[config.mk]
export PLATFORM = sky130hd
export DESIGN_NAME = lift_sched
export DESIGN_NICKNAME = d
export VERILOG_FILES = /design/src/rtl/lift_sched.sv
export SDC_FILE = /design/constraint.sdc
export NUM_CORES = 1
export LEC_CHECK = 0
export ABC_AREA = 1
export CORE_ASPECT_RATIO = 0.9
export CORE_UTILIZATION = 54
export CTS_CLUSTER_SIZE = 12
export DETAILED_ROUTE_END_ITERATION = 8
export PLACE_DENSITY_LB_ADDON = 0.12
export SLEW_MARGIN = 10
export SYNTH_ARGS = -nofsm -noshare
export SYNTH_HDL_FRONTEND = slang
export SYNTH_SLANG_ARGS = --single-unit
[constraint.sdc]
create_clock -name clk -period 5.82 [get_ports clk]
set_clock_uncertainty 0.2 [all_clocks]
set_input_delay 1.164 -clock clk [delete_from_list [all_inputs] [get_ports clk]]
set_output_delay 1.164 -clock clk [all_outputs]
set_load 0.05 [all_outputs]
[src/rtl/lift_sched.sv]
`default_nettype none
// lift_sched: collective/SCAN lift car scheduler with door sequencing and sticky door-timeout fault.
// Define LIFT_SCHED_ESTOP_EN to add the estop input and the HALT state.
module lift_sched #(
  parameter int FLOORS       = 8,
  parameter int MOVE_TIME    = 20,
  parameter int DOOR_TIMEOUT = 255
) (
  input  logic              clk,
  input  logic              rst,
  input  logic [FLOORS-1:0] req,
  input  logic              r,
  input  logic              door_closed,
`ifdef LIFT_SCHED_ESTOP_EN
  input  logic              estop,
`endif
  output logic              open_signal,
  output logic              up,
  output logic              down,
  output logic [2:0]        floor,
  output logic [FLOORS-1:0] pending,
  output logic              fault
);

  typedef enum logic [2:0] {
    IDLE      = 3'd0,
    MOVE      = 3'd1,
    ARRIVE    = 3'd2,
    DOOR_OPEN = 3'd3,
`ifdef LIFT_SCHED_ESTOP_EN
    DOOR_WAIT = 3'd4,
    HALT      = 3'd5
`else
    DOOR_WAIT = 3'd4
`endif
  } state_t;

  state_t            state, state_n;
  logic              dir, dir_n;
  logic [7:0]        cnt, cnt_n;
  logic [2:0]        floor_n;
  logic [FLOORS-1:0] pending_n;
  logic              fault_n;

  logic       above, below, ahead, behind, here, req_here;
  logic [7:0] pend8, req8, latch_mask, clear_mask;

  assign pend8    = 8'(pending);
  assign req8     = 8'(req);
  assign here     = pend8[floor];
  assign req_here = req8[floor];

  always_comb begin
    above = 1'b0;
    below = 1'b0;
    for (int i = 0; i < FLOORS; i++) begin
      if (pending[i] && (3'(i) > floor)) above = 1'b1;
      if (pending[i] && (3'(i) < floor)) below = 1'b1;
    end
  end

  assign ahead  = dir ? above : below;
  assign behind = dir ? below : above;

  always_comb begin
    state_n    = state;
    dir_n      = dir;
    cnt_n      = cnt;
    floor_n    = floor;
    fault_n    = fault;
    latch_mask = 8'hFF;
    clear_mask = 8'hFF;

    case (state)
      IDLE: begin
        cnt_n = 8'd0;
        if (here) begin
          state_n = DOOR_OPEN;
        end else if (ahead) begin
          state_n = MOVE;
        end else if (behind) begin
          dir_n   = !dir;
          state_n = MOVE;
        end
      end
      MOVE: begin
        if (cnt == 8'(MOVE_TIME - 1)) begin
          cnt_n   = 8'd0;
          floor_n = dir ? floor + 3'd1 : floor - 3'd1;
          state_n = ARRIVE;
        end else begin
          cnt_n = cnt + 8'd1;
        end
      end
      ARRIVE: begin
        cnt_n = 8'd0;
        if (here)       state_n = DOOR_OPEN;
        else if (ahead) state_n = MOVE;
        else            state_n = IDLE;
      end
      DOOR_OPEN: begin
        cnt_n             = 8'd0;
        clear_mask[floor] = 1'b0;
        state_n           = DOOR_WAIT;
      end
      DOOR_WAIT: begin
        // A call for this floor while the door is still open is served by reopening, not latched.
        if (!door_closed) latch_mask[floor] = 1'b0;
        if (door_closed) begin
          state_n = IDLE;
        end else if (r || req_here) begin
          state_n = DOOR_OPEN;
        end else begin
          if (cnt != 8'hFF) cnt_n = cnt + 8'd1;
          if (32'(cnt) == DOOR_TIMEOUT) fault_n = 1'b1;
        end
      end
`ifdef LIFT_SCHED_ESTOP_EN
      HALT: begin
        cnt_n = 8'd0;
        if (!estop) state_n = IDLE;
      end
`endif
      default: state_n = IDLE;
    endcase

    pending_n = (pending | (req & latch_mask[FLOORS-1:0])) & clear_mask[FLOORS-1:0];

`ifdef LIFT_SCHED_ESTOP_EN
    if (estop) begin
      state_n = HALT;
      cnt_n   = 8'd0;
    end
    if (estop || (state == HALT)) pending_n = '0;
`endif
  end

  always_ff @(posedge clk) begin
    if (rst) begin
      state   <= IDLE;
      dir     <= 1'b1;
      cnt     <= 8'd0;
      floor   <= 3'd0;
      pending <= '0;
      fault   <= 1'b0;
    end else begin
      state   <= state_n;
      dir     <= dir_n;
      cnt     <= cnt_n;
      floor   <= floor_n;
      pending <= pending_n;
      fault   <= fault_n;
    end
  end

  assign open_signal = (state == DOOR_OPEN);
  assign up          = (state == MOVE) && dir;
  assign down        = (state == MOVE) && !dir;

endmodule
`default_nettype wire
==> results of run 1 <==
## per-stage QoR
stage                     instances  hold slack (ns)  utilization  area, µm²  total power [mW]
after detailed placement        330            0.256        0.661       2040             0.389
after floorplan                 267            0.265            -       1760             0.339
final                           334            0.285        0.678       2090             0.512
after CTS                       334            0.293        0.678       2090             0.514
after global placement          330            0.257        0.661       2040             0.388
after global routing            334            0.303        0.678       2090             0.545
## cell usage after synthesis (2+ instances only)
cell type  number  area (µm²)
a21oi_1        20         100
buf_6           2        22.5
or2_2           2        12.5
clkbuf_1        2        7.51
ha_1            7        87.6
inv_2           6        22.5
nor4_1          2        12.5
inv_4           2        12.5
nor3_1          3        15.0
nand3_2         3        30.0
xor2_1          2        17.5
nor2_1         33         124
o211ai_1        2        15.0
a31oi_1         2        12.5
nand3_1        17        85.1
nand2_1        64         240
dfxtp_1        24         480
inv_1          25        93.8
nor3_2          4        40.0
nand3b_1        2        15.0
nand2_2         5        31.3
a211oi_1        7        52.6
nand4_1         5        31.3
o21ai_0        12        60.1
nand2_4         3        33.8
## path summary, 6_finish.rpt
kind                            cells past startpoint  startpoint          end
worst min-delay path                                1       fault        fault
worst max-delay path                                2    state[2]  open_signal
worst max register to register                     12    floor[2]          dir
worst min register to register                      1       fault        fault
## final cells by class
class | count | share of cell area
clock buffers | 3 | 0.0108
clock inverters | 1 | 0.0143
inverters | 33 | 0.0615
multi-input cells | 205 | 0.535
flip-flops and latches | 24 | 0.229
well taps | 42 | 0.0251
repair buffers | 26 | 0.124
## flip-flops by register name, indices dropped and copies added (netlist names)
register	count
cnt	8
pending	8
floor	3
state	3
dir	1
fault	1
## kinds of logic (layout without fill, tap and decap cells)
group,Yosys count,count (layout),synth area share
flip-flops,24,24,0.272
adder cells (fa/ha/maj),7,7,0.0496
AND/OR/NAND/NOR,148,148,0.418
AO/OA/AOI/OAI,47,47,0.152
buffers and inverters,38,63,0.0929
XOR/XNOR,3,3,0.0149
## worst max-delay path, delay by kind of cell (launching register included)
family	cells	cell delay, ns
buf+inv	1	0.93
simple gates	1	0.62
flops	1	0.43
## cell usage in the layout, fill, tap and decap left out, types with 4 or more instances in the layout
| master | count |
|---|---|
| a21oi_1 | 20 |
| nand2_1 | 64 |
| nand2_2 | 5 |
| nor2_1 | 33 |
| dfxtp_1 | 24 |
| inv_1 | 25 |
| clkdlybuf4s50_1 | 26 |
| inv_2 | 6 |
| a211oi_1 | 7 |
| nand3_1 | 17 |
| o21ai_0 | 12 |
| nand4_1 | 5 |
| ha_1 | 7 |
| nor3_2 | 4 |
## routing by layer
layer	global-route usage	part of all wire	vias to the layer above
met4	0.0399	0.0056	0
met2	0.399	0.42	46
met5	0	0	-
li1	-	-	932
met3	0.0574	0.051	2
met1	0.383	0.52	811
## power groups by stage
stage                     logic [mW]  clock network (mW)  registers, mW
final                          0.194               0.124          0.193
after global routing           0.216               0.132          0.197
after CTS                      0.194               0.127          0.193
after detailed placement       0.193                   0          0.197
after global placement         0.192                   0          0.197
after floorplan                0.131                   0          0.208
==> metrics.txt, run 1 <==
Netlist cell types=36; clock sink total=24; Port Buffers=26; Worst-Margin Slew=0.677 ns; nets=312; Leak=0.921 nW; Top Ports=27; Multi-input gate area=1120 µm²; DR vias=1,791; cts bufs inserted=3; final slew viol count=0; Synth async-reset ratio=0; Max transition margin=0.546; pin count of the biggest net entering global routing=17; Placement Setup Slack=2.53 ns; share of post-route cells with drive strength above 1=0.113; root buf cell=clkbuf_4; Final Hold Fails=0; run status=finished clean; global-route wire length before repair=7310 µm; crit share post-route=0.630; internal power=314 µW; CP startpoint kind=flip-flop; min Tclk post-route=3.66 ns; Clock power frac=0.243; CTS tree=done; Final ANT Viol Nets=0; Syn Nets=286; die width=62.3 µm; sequential power share=0.378; gpl congestion=0.883; clk slew on worst S/H paths=0.13 ns; H-Tree Depth=1; slowest cell on the critical path=clkdlybuf4s50_1; Post-synth EDFFs=0; NetSw=198 µW; Synth Instances=267; dpl hpwl=3180 µm; Layout area overhead=18.7%; worst path required time=4.46 ns; Ant. Diodes=0; Iter 0 DRT Violations=134; CP Capture Type=output port; row count=19; number of detailed-route iterations in the first pass=4; critical path class=flip-flop to output port; full die area=3500 µm²; r2r setup slk=3.51 ns; WP data arrival=2.30 ns; PD cells=244 nW/µm²; Crit path largest cell delay=0.93 ns; Total Routing Usage GR=0.262; Post-route DRC=0; Gate power share=0.379; post-CTS sizing=0; vias in the first global route=1,588; total grt overflow=0; final setup TNS=0 ns; syn_area_per_cell=6.61 µm²; Die Y=56.2 µm; starting density of the core=0.571; sw frac=0.387; CP Max Fanout=9; WL final=4120 µm; hold crit path type=flip-flop to flip-flop; setup slack after layout=2.16 ns; Max IR drop VDD=0.203 mV; maxcap violations=0; cell area after synthesis=1760 µm²; unrepaired setup endpoints after global routing=no; Synthesis Warnings=0; post-CTS setup buffers=0; fillers=290; CORE AREA=3090 µm²; Top FF cell, synth=dfxtp_1; number of buffers inserted by hold repair at cts=0; Seq. cell area=480 µm²; register area share after synthesis=0.272; fmax=273 MHz; CTS max path bufs=2; initial antenna violation count=0; Critical Path, Cell by Cell=nor3_2 > clkdlybuf4s50_1; per-cell routed wire length=12.3 µm; Worst-Skew Late Latency=0.33 ns; Via density=5.36; #FFs+latches synth=24; Final setup viols=0
Note: power is estimated with default switching activity, not from simulation.
==> run 2, diff against run 1 <==
--- a/config.mk
+++ b/config.mk
@@ -7,7 +7,7 @@
 export LEC_CHECK = 0
 export ABC_AREA = 1
 export CORE_ASPECT_RATIO = 0.9
-export CORE_UTILIZATION = 54
+export CORE_UTILIZATION = 49
 export CTS_CLUSTER_SIZE = 12
 export DETAILED_ROUTE_END_ITERATION = 8
 export PLACE_DENSITY_LB_ADDON = 0.12
==> constraint.sdc (replaced) <==
create_clock -name clk -period 3.15 [get_ports clk]
set_clock_uncertainty 0.2 [all_clocks]
set_input_delay 0.63 -clock clk [delete_from_list [all_inputs] [get_ports clk]]
set_output_delay 0.63 -clock clk [all_outputs]
set_load 0.05 [all_outputs]
==> run 2 against run 1 <==
  * Final area increased by 2.4%
  * Hold slack got worse by 0.011 ns
  * Setup slack got worse by 1.7 ns
  * Clock-buffer cell count unchanged
  * Critical path type unchanged
  * Die area increased by 9.9%
  * Total power increased by 96%
==> metrics.txt, run 2 (synthesis gave the netlist of run 1 again) <==
run status=finished clean (unchanged); Hold WS=0.274 ns (was 0.285 ns); commonest non-fill, non-tap cell in the layout=nand2_1 (unchanged); share of post-route cells with drive strength above 1=0.125 (was 0.113); PD cells=468 nW/µm² (was 244 nW/µm²); CTS max path bufs=2 (unchanged); final slew viol count=0 (unchanged); Iter 0 DRT Violations=126 (was 134); post-CTS sizing=0 (unchanged); WP data arrival=1.91 ns (was 2.30 ns); WL final=4310 µm (was 4120 µm); clk slew on worst S/H paths=0.09 ns (was 0.13 ns); Via density=5.25 (was 5.36); CP Max Fanout=4 (was 9); final setup TNS=0 ns (unchanged); Final setup viols=0 (unchanged); worst path required time=2.32 ns (was 4.46 ns); CTS tree=done (unchanged); Max transition margin=0.663 (was 0.546); per-cell routed wire length=12.7 µm (was 12.3 µm); most frequent cells in the layout=64 x nand2_1, 33 x nor2_1, 26 x clkdlybuf4s50_1 (unchanged); fmax=365 MHz; Final ANT Viol Nets=0 (unchanged); Post-route DRC=0 (unchanged); maxcap violations=0 (unchanged); Die Y=58.9 µm (was 56.2 µm); pin count of the biggest net entering global routing=15 (was 17); number of detailed-route iterations in the first pass=4 (unchanged); Final Hold Fails=0 (unchanged); starting density of the core=0.518 (was 0.571); CP startpoint kind=flip-flop (unchanged); unrepaired setup endpoints after global routing=no (unchanged); Worst-Skew Late Latency=0.27 ns (was 0.33 ns); Top Ports=27 (unchanged); number of buffers inserted by hold repair at cts=0 (unchanged); total grt overflow=0 (unchanged); Max IR drop VDD=0.396 mV (was 0.203 mV); full die area=3840 µm² (was 3500 µm²); clock sink total=24 (unchanged); critical path class=flip-flop to output port (unchanged); initial antenna violation count=0 (unchanged); Port Buffers=26 (unchanged); dpl hpwl=3250 µm (was 3180 µm); Largest regs=cnt (8), pending (8) (unchanged); hold crit path type=flip-flop to flip-flop (unchanged); cts bufs inserted=3 (unchanged); Leak=0.950 nW (was 0.921 nW); row count=20 (was 19); Power Total=1.00 mW (was 512 µW); DR vias=1,785 (was 1,791); gpl congestion=0.909 (was 0.883); H-Tree Depth=1 (unchanged); Total Routing Usage GR=0.238 (was 0.262); vias in the first global route=1,545 (was 1,588); Layout area overhead=21.6% (was 18.7%); Worst-Margin Slew=0.503 ns (was 0.677 ns); die width=65.3 µm (was 62.3 µm); crit share post-route=0.870; min Tclk post-route=2.74 ns; Ant. Diodes=0 (unchanged); root buf cell=clkbuf_8 (was clkbuf_4); post-CTS setup buffers=0 (unchanged); CP Capture Type=output port (unchanged); global-route wire length before repair=7090 µm (was 7310 µm); nets=316 (was 312); CORE AREA=3400 µm² (was 3090 µm²)
-- run 2: cell types whose count changed in the layout (fill, tap and decap cells not counted) --
cell,before,now
buf_4,0,4
clkbuf_4,3,0
clkbuf_8,0,3
-- run 2: power breakdown --
part | switching (mW) | total (mW) | internal (mW)
registers | 0.0266 | 0.357 | 0.330
logic | 0.244 | 0.368 | 0.124
clock network | 0.108 | 0.278 | 0.170
-- run 2: area by class of cell --
type                    instances  area [µm²]
repair buffers                 30         290
clock buffers                   3        41.3
clock inverters                 1        30.0
multi-input cells             205        1120
well taps                      44        55.1
inverters                      33         129
fillers                       348        1260
flip-flops and latches         24         480
-- run 2: final timing paths --
kind	from	end	slack, ns	cells past startpoint
worst max-delay path	state[1]	down	0.41	6
worst min-delay path	fault	fault	0.27	1
worst max register to register	floor[1]	state[0]	0.80	14
worst min register to register	fault	fault	0.27	1
-- run 2: through the flow --
step	util	setup slack, ns	instances	instance area (µm²)
3_5_place_dp	0.610	0.731	336	2070
4_1_cts	0.631	0.414	340	2150
6_report	0.631	0.408	340	2150
3_3_place_gp	0.610	0.746	336	2070
5_1_grt	0.631	0.297	340	2150
2_1_floorplan	-	0.754	267	1760
-- run 2: worst max-delay path: stages (launching register included) --
cell	delay [ns]
dfxtp_1	0.32
inv_1	0.11
nand2_1	0.10
nor2_1	0.12
inv_1	0.09
nor2_1	0.10
clkdlybuf4s50_1	0.80
-- run 2: layer usage --
layer  up-vias  global-route usage  part of all wire
met5         -                   0                 0
met4         0              0.0404            0.0042
met3         2              0.0504             0.061
met2        47               0.367              0.43
met1       793               0.345              0.50
li1        943                   -                 -
